--- src/rtl/calc_pkg.sv ---
// calc_pkg: shared definitions for the ALU frame receiver.
//   - word / result widths
//   - operator codes carried in the low nibble of an operator word
//   - receiver FSM state encoding
//   - is_arith_op(): true for a well-formed add/sub/mul operator word
package calc_pkg;

  localparam int WORD_W = 8;
  localparam int RES_W  = 16;
  localparam int OP_W   = 4;

  localparam logic [OP_W-1:0] OP_ADD = 4'ha;
  localparam logic [OP_W-1:0] OP_SUB = 4'hb;
  localparam logic [OP_W-1:0] OP_MUL = 4'hc;
  localparam logic [OP_W-1:0] OP_CLR = 4'hd;

  typedef enum logic [1:0] {
    WAIT_A  = 2'd0,
    WAIT_OP = 2'd1,
    WAIT_B  = 2'd2,
    HOLD    = 2'd3
  } state_e;

  // An arithmetic operator word must have a zero upper nibble.
  function automatic logic is_arith_op(input logic [WORD_W-1:0] w);
    return (w[7:4] == 4'h0) &&
           ((w[3:0] == OP_ADD) || (w[3:0] == OP_SUB) || (w[3:0] == OP_MUL));
  endfunction

endpackage

--- src/rtl/alu_calc.sv ---
// alu_calc: purely combinational 16-bit arithmetic on two 8-bit operands.
// Ports:
//   i_a, i_b  operands (unsigned, zero-extended to 16 bits)
//   i_op      operator code (OP_ADD / OP_SUB / OP_MUL); other codes give 0
//   o_result  16-bit result; subtraction wraps in two's complement
module alu_calc
  import calc_pkg::*;
(
  input  logic [WORD_W-1:0] i_a,
  input  logic [WORD_W-1:0] i_b,
  input  logic [OP_W-1:0]   i_op,
  output logic [RES_W-1:0]  o_result
);

  logic [RES_W-1:0] w_a;
  logic [RES_W-1:0] w_b;

  assign w_a = {8'h00, i_a};
  assign w_b = {8'h00, i_b};

  always_comb begin
    o_result = '0;
    case (i_op)
      OP_ADD:  o_result = w_a + w_b;
      OP_SUB:  o_result = w_a - w_b;
      OP_MUL:  o_result = w_a * w_b;
      default: o_result = '0;
    endcase
  end

endmodule

--- src/rtl/alu_frame_receiver.sv ---
// alu_frame_receiver: collects three-word frames (A, operator, B) from an
// unthrottled word stream, computes the result and holds it until accepted.
// Ports:
//   clk, rst        clock; synchronous active-low reset
//   valid, data     one frame word per valid cycle (no backpressure)
//   res_ready       downstream accepts the result when res_valid is high
//   res_valid       res/res_op hold a completed, unaccepted result
//   res, res_op     result of the last complete frame and its operator
//   err             one-cycle pulse: malformed operator word, frame dropped
//   ovf             one-cycle pulse: word dropped while a result was pending
//   busy            state is not WAIT_A
//   dbg_state       current FSM state, for observation only
// Handshake: a result is transferred on a cycle where res_valid and res_ready
// are both high; res_valid then falls on the next cycle. The input side has
// no ready: a word offered while a result is pending is lost and flagged.
module alu_frame_receiver
  import calc_pkg::*;
(
  input  logic              clk,
  input  logic              rst,
  input  logic              valid,
  input  logic [WORD_W-1:0] data,
  input  logic              res_ready,
  output logic              res_valid,
  output logic [RES_W-1:0]  res,
  output logic [OP_W-1:0]   res_op,
  output logic              err,
  output logic              ovf,
  output logic              busy,
  output logic [1:0]        dbg_state
);

  state_e            r_state;
  state_e            w_next_state;

  logic [WORD_W-1:0] r_a;
  logic [OP_W-1:0]   r_op;
  logic [RES_W-1:0]  r_res;
  logic [OP_W-1:0]   r_res_op;
  logic              r_res_valid;
  logic              r_err;
  logic              r_ovf;
  logic              r_busy;

  logic              w_op_ok;
  logic              w_op_clr;
  logic              w_cap_a;
  logic              w_cap_op;
  logic              w_cap_b;
  logic              w_drop_a;
  logic              w_err_set;
  logic              w_ovf_set;
  logic [RES_W-1:0]  w_alu_res;

  assign w_op_ok  = is_arith_op(data);
  // Clear is recognised on the low nibble alone.
  assign w_op_clr = (data[3:0] == OP_CLR);

  // B is taken straight from the bus so the result registers on the same
  // edge that samples B.
  alu_calc u_alu (
    .i_a      (r_a),
    .i_b      (data),
    .i_op     (r_op),
    .o_result (w_alu_res)
  );

  // State register
  always_ff @(posedge clk) begin
    if (!rst) r_state <= WAIT_A;
    else      r_state <= w_next_state;
  end

  // Next-state logic
  always_comb begin
    w_next_state = r_state;
    case (r_state)
      WAIT_A:  if (valid) w_next_state = WAIT_OP;
      WAIT_OP: if (valid) w_next_state = w_op_ok ? WAIT_B : WAIT_A;
      WAIT_B:  if (valid) w_next_state = HOLD;
      HOLD:    if (r_res_valid && res_ready) w_next_state = WAIT_A;
      default: w_next_state = WAIT_A;
    endcase
  end

  // Output / datapath control decode
  always_comb begin
    w_cap_a   = 1'b0;
    w_cap_op  = 1'b0;
    w_cap_b   = 1'b0;
    w_drop_a  = 1'b0;
    w_err_set = 1'b0;
    w_ovf_set = 1'b0;
    case (r_state)
      WAIT_A:  w_cap_a = valid;
      WAIT_OP: begin
        w_cap_op  = valid && w_op_ok;
        w_drop_a  = valid && !w_op_ok;
        w_err_set = valid && !w_op_ok && !w_op_clr;
      end
      WAIT_B:  w_cap_b = valid;
      HOLD:    w_ovf_set = valid;
      default: ;
    endcase
  end

  // Capture and output registers
  always_ff @(posedge clk) begin
    if (!rst) begin
      r_a         <= '0;
      r_op        <= '0;
      r_res       <= '0;
      r_res_op    <= '0;
      r_res_valid <= 1'b0;
      r_err       <= 1'b0;
      r_ovf       <= 1'b0;
      r_busy      <= 1'b0;
    end else begin
      if (w_cap_a)  r_a  <= data;
      if (w_drop_a) r_a  <= '0;
      if (w_cap_op) r_op <= data[3:0];
      if (w_cap_b) begin
        r_res    <= w_alu_res;
        r_res_op <= r_op;
      end
      r_res_valid <= (w_next_state == HOLD);
      r_err       <= w_err_set;
      r_ovf       <= w_ovf_set;
      r_busy      <= (w_next_state != WAIT_A);
    end
  end

  assign res_valid = r_res_valid;
  assign res       = r_res;
  assign res_op    = r_res_op;
  assign err       = r_err;
  assign ovf       = r_ovf;
  assign busy      = r_busy;
  assign dbg_state = r_state;

endmodule

--- config.mk ---
export PLATFORM = sky130hd
export DESIGN_NAME = alu_frame_receiver
export DESIGN_NICKNAME = d
export VERILOG_FILES = /design/src/rtl/calc_pkg.sv /design/src/rtl/alu_calc.sv /design/src/rtl/alu_frame_receiver.sv
export SDC_FILE = /design/constraint.sdc
export NUM_CORES = 1
export LEC_CHECK = 0
export CAP_MARGIN = 20
export CORE_MARGIN = 2
export CORE_UTILIZATION = 40
export DETAILED_ROUTE_END_ITERATION = 6
export PLACE_DENSITY = 0.67
export SLEW_MARGIN = 10
export SYNTH_ARGS = -nofsm -noshare
export SYNTH_HDL_FRONTEND = slang
export SYNTH_SLANG_ARGS = --single-unit
--- constraint.sdc ---
create_clock -name clk -period 4.9 [get_ports clk]
set_input_delay 1.225 -clock clk [delete_from_list [all_inputs] [get_ports clk]]
set_output_delay 1.225 -clock clk [all_outputs]
set_load 0.05 [all_outputs]
==> impl_metrics.ini, run 1 <==
[placement]
dp_hpwl_mm = 8.54
place_area_um2 = 5080
gp_congestion = 0.912
dp.cells = 700
portBuffers = 37

[grt]
grt_max_degree = 26
antenna_found_initial = 0
overflow = 0
grt_pass1_wl_mm = 18.3
grt_pass1_vias = 3876
grt_usage = 0.198

[synth]
ys_seq_area_frac = 0.179
yosys_warnings = 0
synthCells = 501
synth-edff-count = 0
yosys.area.top_type = dfxtp_1
synth-async-reset-ratio = 0
ys_ff_latch = 38
syn_avg_cell_area_um2 = 8.49
synth_area_um2 = 4250
synth_nets = 603
yosysTopAreaCellShare = 0.179
synth_area_leaders = dfxtp_1 (18%), fa_1 (18%), ha_1 (15%), and2_1 (6.2%), inv_1 (5.9%)
yosys_most_used_dff = dfxtp_1
synth_cell_types = 59

[cells_and_area]
postLayoutCoreUtil = 0.512
fin_area_um2 = 5290
final_common_cell = inv_1
most-common-layout-cells = inv_1 (64), nor2_1 (48), ha_1 (45)
fillers = 967
diodes = 0
final_nets = 673
finalNonFillerCells = 708
area_growth_pct = 24.4
drive_gt1_frac = 0.168

[power]
p_leak_uw = 0.00243
p_total_uw = 998
power_density_nw_per_um2 = 189
max-vdd-ir-drop_v = 0.000134

[timing]
skew_ns = 0.00733
min_period_over_period = 0.968
holdWs_ns = 0.459
fmax_ghz = 0.211
tightestPinTransition_ns = 0.526
slew_headroom = 0.640
setup_viol = 0
hold_viol = 0
slew_violations = 0
timing.final.crit_period_ns = 4.74

[floorplan]
core_um2 = 10300
initial_utilization = 0.412
die_h_um = 107
die_x_um = 107
io-pin-count = 38
row_count = 37
fp.dieArea_um2 = 11500

[route]
ant_nets = 0
drtPass1Iterations = 4
wirelength_mm = 10.6
vias = 3746
detailedRoute.firstIterationViolations = 161
drt-wirelength-per-cell_um = 15.0
drc = 0
via_per_inst = 5.29

[cts]
hold_buffers = 0
clk_pin_slew_ns = 0.08
cts_buffer_depth = 2
cts_root_buffer = clkbuf_8
cts_tree = yes
cts_sinks = 38
clkLatencyLatePin_ns = 0.29
cts_made_buffers = 5
cts.htree.levels = 2
postCtsSetupBuffers = 0

[setup_path]
path_cells = clkbuf_4, and2_1, fa_1, fa_1, fa_1, inv_2, fa_2, inv_1, ha_4, nand4_1, nor3_2, a2111o_1, a21oi_2, xor2_1, o22ai_1
startpoint_type = input pin
worst-path-max-fanout = 8
cpMostUsedCell = fa_1
cp-startpoint = data[3]
r2r-start = r_a[4]
path_buf_inv = 3
crit_path_end_kind = register
cp.arrival_ns = 4.90
crit_type = in2reg
max_stage_delay_ns = 0.55
cp_slowest_cell = fa_2
cpLargestDelayFamily = adder cells
critPathRequiredTime_ns = 5.06

[hold_path]
min_from = res_op[0]
holdCritPathClass = reg2reg

[status]
status = finished clean

[job]
cap_violations = 0
==> worst paths after layout <==
path / end / slack, ns / cells past startpoint
worst max register to register: res[12] / 0.63 / 15
worst min-delay path: res_op[0] / 0.46 / 2
worst min register to register: res_op[0] / 0.46 / 2
worst max-delay path: res[12] / 0.16 / 15
==> worst register-to-register path, stage by stage, from the launching register on <==
cell	delay [ns]
dfxtp_1	0.61
nand2_2	0.12
fa_1	0.49
fa_1	0.50
inv_1	0.06
fa_1	0.53
inv_1	0.06
fa_1	0.53
inv_1	0.06
ha_4	0.25
nand4_1	0.15
nor3_2	0.07
a2111o_1	0.36
a21oi_2	0.15
xor2_1	0.14
o22ai_1	0.08
==> cell usage after synthesis, types with 2 or more instances <==
library cell / n
a211oi_1: 6
a21o_1: 3
a21oi_1: 30
a21oi_2: 2
a221oi_1: 6
a22oi_1: 2
and2_1: 42
buf_2: 4
buf_4: 2
clkbuf_1: 8
clkinv_1: 2
dfxtp_1: 38
fa_1: 38
ha_1: 52
inv_1: 67
inv_2: 2
mux2i_1: 12
nand2_1: 36
nand2b_1: 4
nand3_1: 4
nand3b_1: 3
nor2_1: 48
nor2b_1: 5
nor3_1: 9
nor4_1: 3
o211ai_1: 5
o21ai_0: 14
o21bai_1: 3
o22ai_1: 8
o31ai_1: 2
xnor2_1: 11
xor2_1: 3
==> layer usage <==
| layer | global-route usage | up-vias | part of all wire |
|---|---|---|---|
| met2 | 0.354 | 99 | 0.50 |
| met3 | 0.0261 | 16 | 0.047 |
| li1 | - | 1819 | - |
| met4 | 0.0464 | 0 | 0.021 |
| met1 | 0.251 | 1812 | 0.43 |
| met5 | 0 | - | 0 |
==> flip-flops by register name, summed over array words and instances (netlist names) <==
signal and count:
err 1, res_valid 1, dbg_state 2, r_a 8
busy 1, res_op 4, ovf 1, res 16
r_op 4
==> kinds of logic after synthesis <==
| group | after synthesis | synth area share |
|---|---|---|
| xor gates and xnor gates | 14 | 0.0288 |
| buffers and inverters | 86 | 0.0789 |
| and+or+nand+nor | 161 | 0.191 |
| adders and majority gates | 90 | 0.332 |
| AOI/OAI and AO/OA | 100 | 0.162 |
| muxes | 12 | 0.0283 |
| DFF | 38 | 0.179 |
==> repair_timing <==
item	4_1_cts	5_1_grt
endpoints found under the setup margin	10	9
pin swaps	1	20
resized for setup	21	36
==> metrics by stage <==
stage                     setup slack, ns  TNS [ns]
after floorplan                   0.00418         0
after global placement             -0.701     -6.03
after detailed placement           -0.732     -6.54
after CTS                         0.00131         0
after global routing              -0.0128   -0.0128
final                               0.159         0
==> final cells by class <==
class	instances	area, um^2	area share
Inverter	71	267	0.0504
Tap cell	136	170	0.0322
Clock inverter	3	68.8	0.0130
Clock buffer	5	68.8	0.0130
Sequential cell	38	761	0.144
Multi-Input combinational cell	377	3290	0.622
Timing Repair Buffer	78	663	0.125
==> power breakdown <==
part	internal [uW]	switching, uW	leakage [uW]
clock	204	126	0.0000683
combinational	155	185	0.00205
sequential	314	13.7	0.000308
Note: power is estimated with default switching activity, not from simulation.
==> run 2, diff against run 1 <==
CORE_UTILIZATION = 35   (was 40)
PLACE_DENSITY = 0.61   (was 0.67)
==> run 2 against run 1 <==
Against the previous run: sequential power is essentially flat; critical path depth increased by 1; register-to-register slack got worse by 0.04 ns; highest routed layer unchanged.
==> impl_metrics.ini, run 2 (synthesis gave the netlist of run 1 again) <==
[floorplan]
core_um2 = 11900
initial_utilization = 0.357
row_count = 40
die_h_um = 114
io-pin-count = 38
fp.dieArea_um2 = 13000
die_x_um = 114

[setup_path]
crit_path_end_kind = register
startpoint_type = input pin
cp.arrival_ns = 4.87
crit_type = in2reg
critPathRequiredTime_ns = 5.05
worst-path-max-fanout = 7
worstRegToRegCells = 15

[grt]
grt_max_degree = 26
overflow = 0
grt_usage = 0.179
antenna_found_initial = 0
grt_pass1_wl_mm = 18.7
grt_pass1_vias = 3990

[cells_and_area]
area_growth_pct = 28.2
fin_area_um2 = 5450
diodes = 0
final_common_cell = inv_1
fillers = 1177
most-common-layout-cells = inv_1 (63), nor2_1 (47), buf_4 (47)
largest_register_ffs = 16
final_nets = 680
drive_gt1_frac = 0.185

[timing]
tightestPinTransition_ns = 0.574
hold_viol = 0
setup_viol = 0
finalWorstSetupSlack_ns = 0.174
slew_headroom = 0.617
holdWs_ns = 0.453
skew_ns = 0.00296
fmax_ghz = 0.212
timing.final.crit_period_ns = 4.73
min_period_over_period = 0.965
slew_violations = 0

[route]
vias = 3776
detailedRoute.firstIterationViolations = 178
drtPass1Iterations = 4
via_per_inst = 5.21
drc = 0
drt-wirelength-per-cell_um = 15.2
wirelength_mm = 11.0
ant_nets = 0

[placement]
dp_hpwl_mm = 8.93
dpl_worst_slack_ns = -0.748
gp_congestion = 0.945
portBuffers = 37
place_area_um2 = 5140

[status]
status = finished clean

[power]
power_density_nw_per_um2 = 196
p_clk_frac = 0.357
seq_power_share = 0.306
intPower_uw = 735
p_leak_uw = 0.00248
power_switching_share = 0.313
combPwrFrac = 0.337
max-vdd-ir-drop_v = 0.000104
p_sw_uw = 334

[cts]
cts_buffer_depth = 2
cts_tree = yes
cts.htree.levels = 2
clkLatencyLatePin_ns = 0.28
cts_sinks = 38
clk_pin_slew_ns = 0.06
cts_made_buffers = 5
cts_root_buffer = clkbuf_16

[hold_path]
holdCritPathClass = reg2reg
hold_path_depth = 2

[job]
cap_violations = 0
==> run 2: cell types whose count changed in the layout (fill, tap and decap cells not counted), moves of 2 or more <==
cell       change
clkbuf_16      +5
buf_4          +4
and2_1         -2
and2_4         +2
ha_1           -3
clkbuf_8       -4
ha_4           +3
buf_6          +6
o21ai_2        -2
==> run 2: final timing paths <==
path	end	slack [ns]	start
worst max-delay path	res[12]	0.17	data[2]
worst min-delay path	res_op[1]	0.45	res_op[1]
worst min register to register	res_op[1]	0.45	res_op[1]
worst max register to register	res[12]	0.59	r_a[5]
==> run 2: metrics by stage <==
step	utilization	instances	total power, uW	TNS, ns
floorplan	-	501	554	0
global placement	0.432	717	662	-5.96
detailed placement	0.432	717	668	-6.65
CTS	0.450	724	1070	0
global route	0.458	725	1130	-0.00214
finish	0.458	725	1070	0
==> run 2: power by group through the flow <==
stage	logic [uW]	clock network (uW)	registers (uW)
after detailed placement	335	0	333
after global routing	405	402	328
after global placement	329	0	333
after floorplan	219	0	335
after CTS	352	390	326
final	361	382	327
==> run 2: timing repair <==
item                       4_1_cts  5_1_grt
buffers inserted                 0        1
hold buffers                     0        0
pin swaps                        3       20
setup endpoints to repair       10        8
gates resized for setup         33       40
==> run 2: worst max-delay path: stages <==
cell and delay (ns):
buf_6 0.11, and2_4 0.14, fa_1 0.51, fa_1 0.53
fa_1 0.52, inv_1 0.05, fa_1 0.49, inv_2 0.05
ha_4 0.23, buf_4 0.14, nand2_1 0.07, o22ai_2 0.08
a2111o_1 0.30, a21oi_2 0.15, xor2_1 0.18, o22ai_1 0.10
==> run 2: area by class of cell <==
| class | count | area [um^2] | area share |
|---|---|---|---|
| Clock buffer | 6 | 139 | 0.0255 |
| Clock inverter | 1 | 30.0 | 0.00551 |
| Inverter | 71 | 267 | 0.0489 |
| Multi-Input combinational cell | 377 | 3330 | 0.611 |
| Sequential cell | 38 | 761 | 0.140 |
| Tap cell | 147 | 184 | 0.0337 |
| Timing Repair Buffer | 85 | 743 | 0.136 |
==> run 2: layer usage <==
layer  wire length (um)  up-vias  track usage
li1                   -     1832            -
met1               4760     1820        0.216
met2               5530       99        0.322
met3                444       25       0.0238
met4                263        0       0.0707
met5                  0        -            0
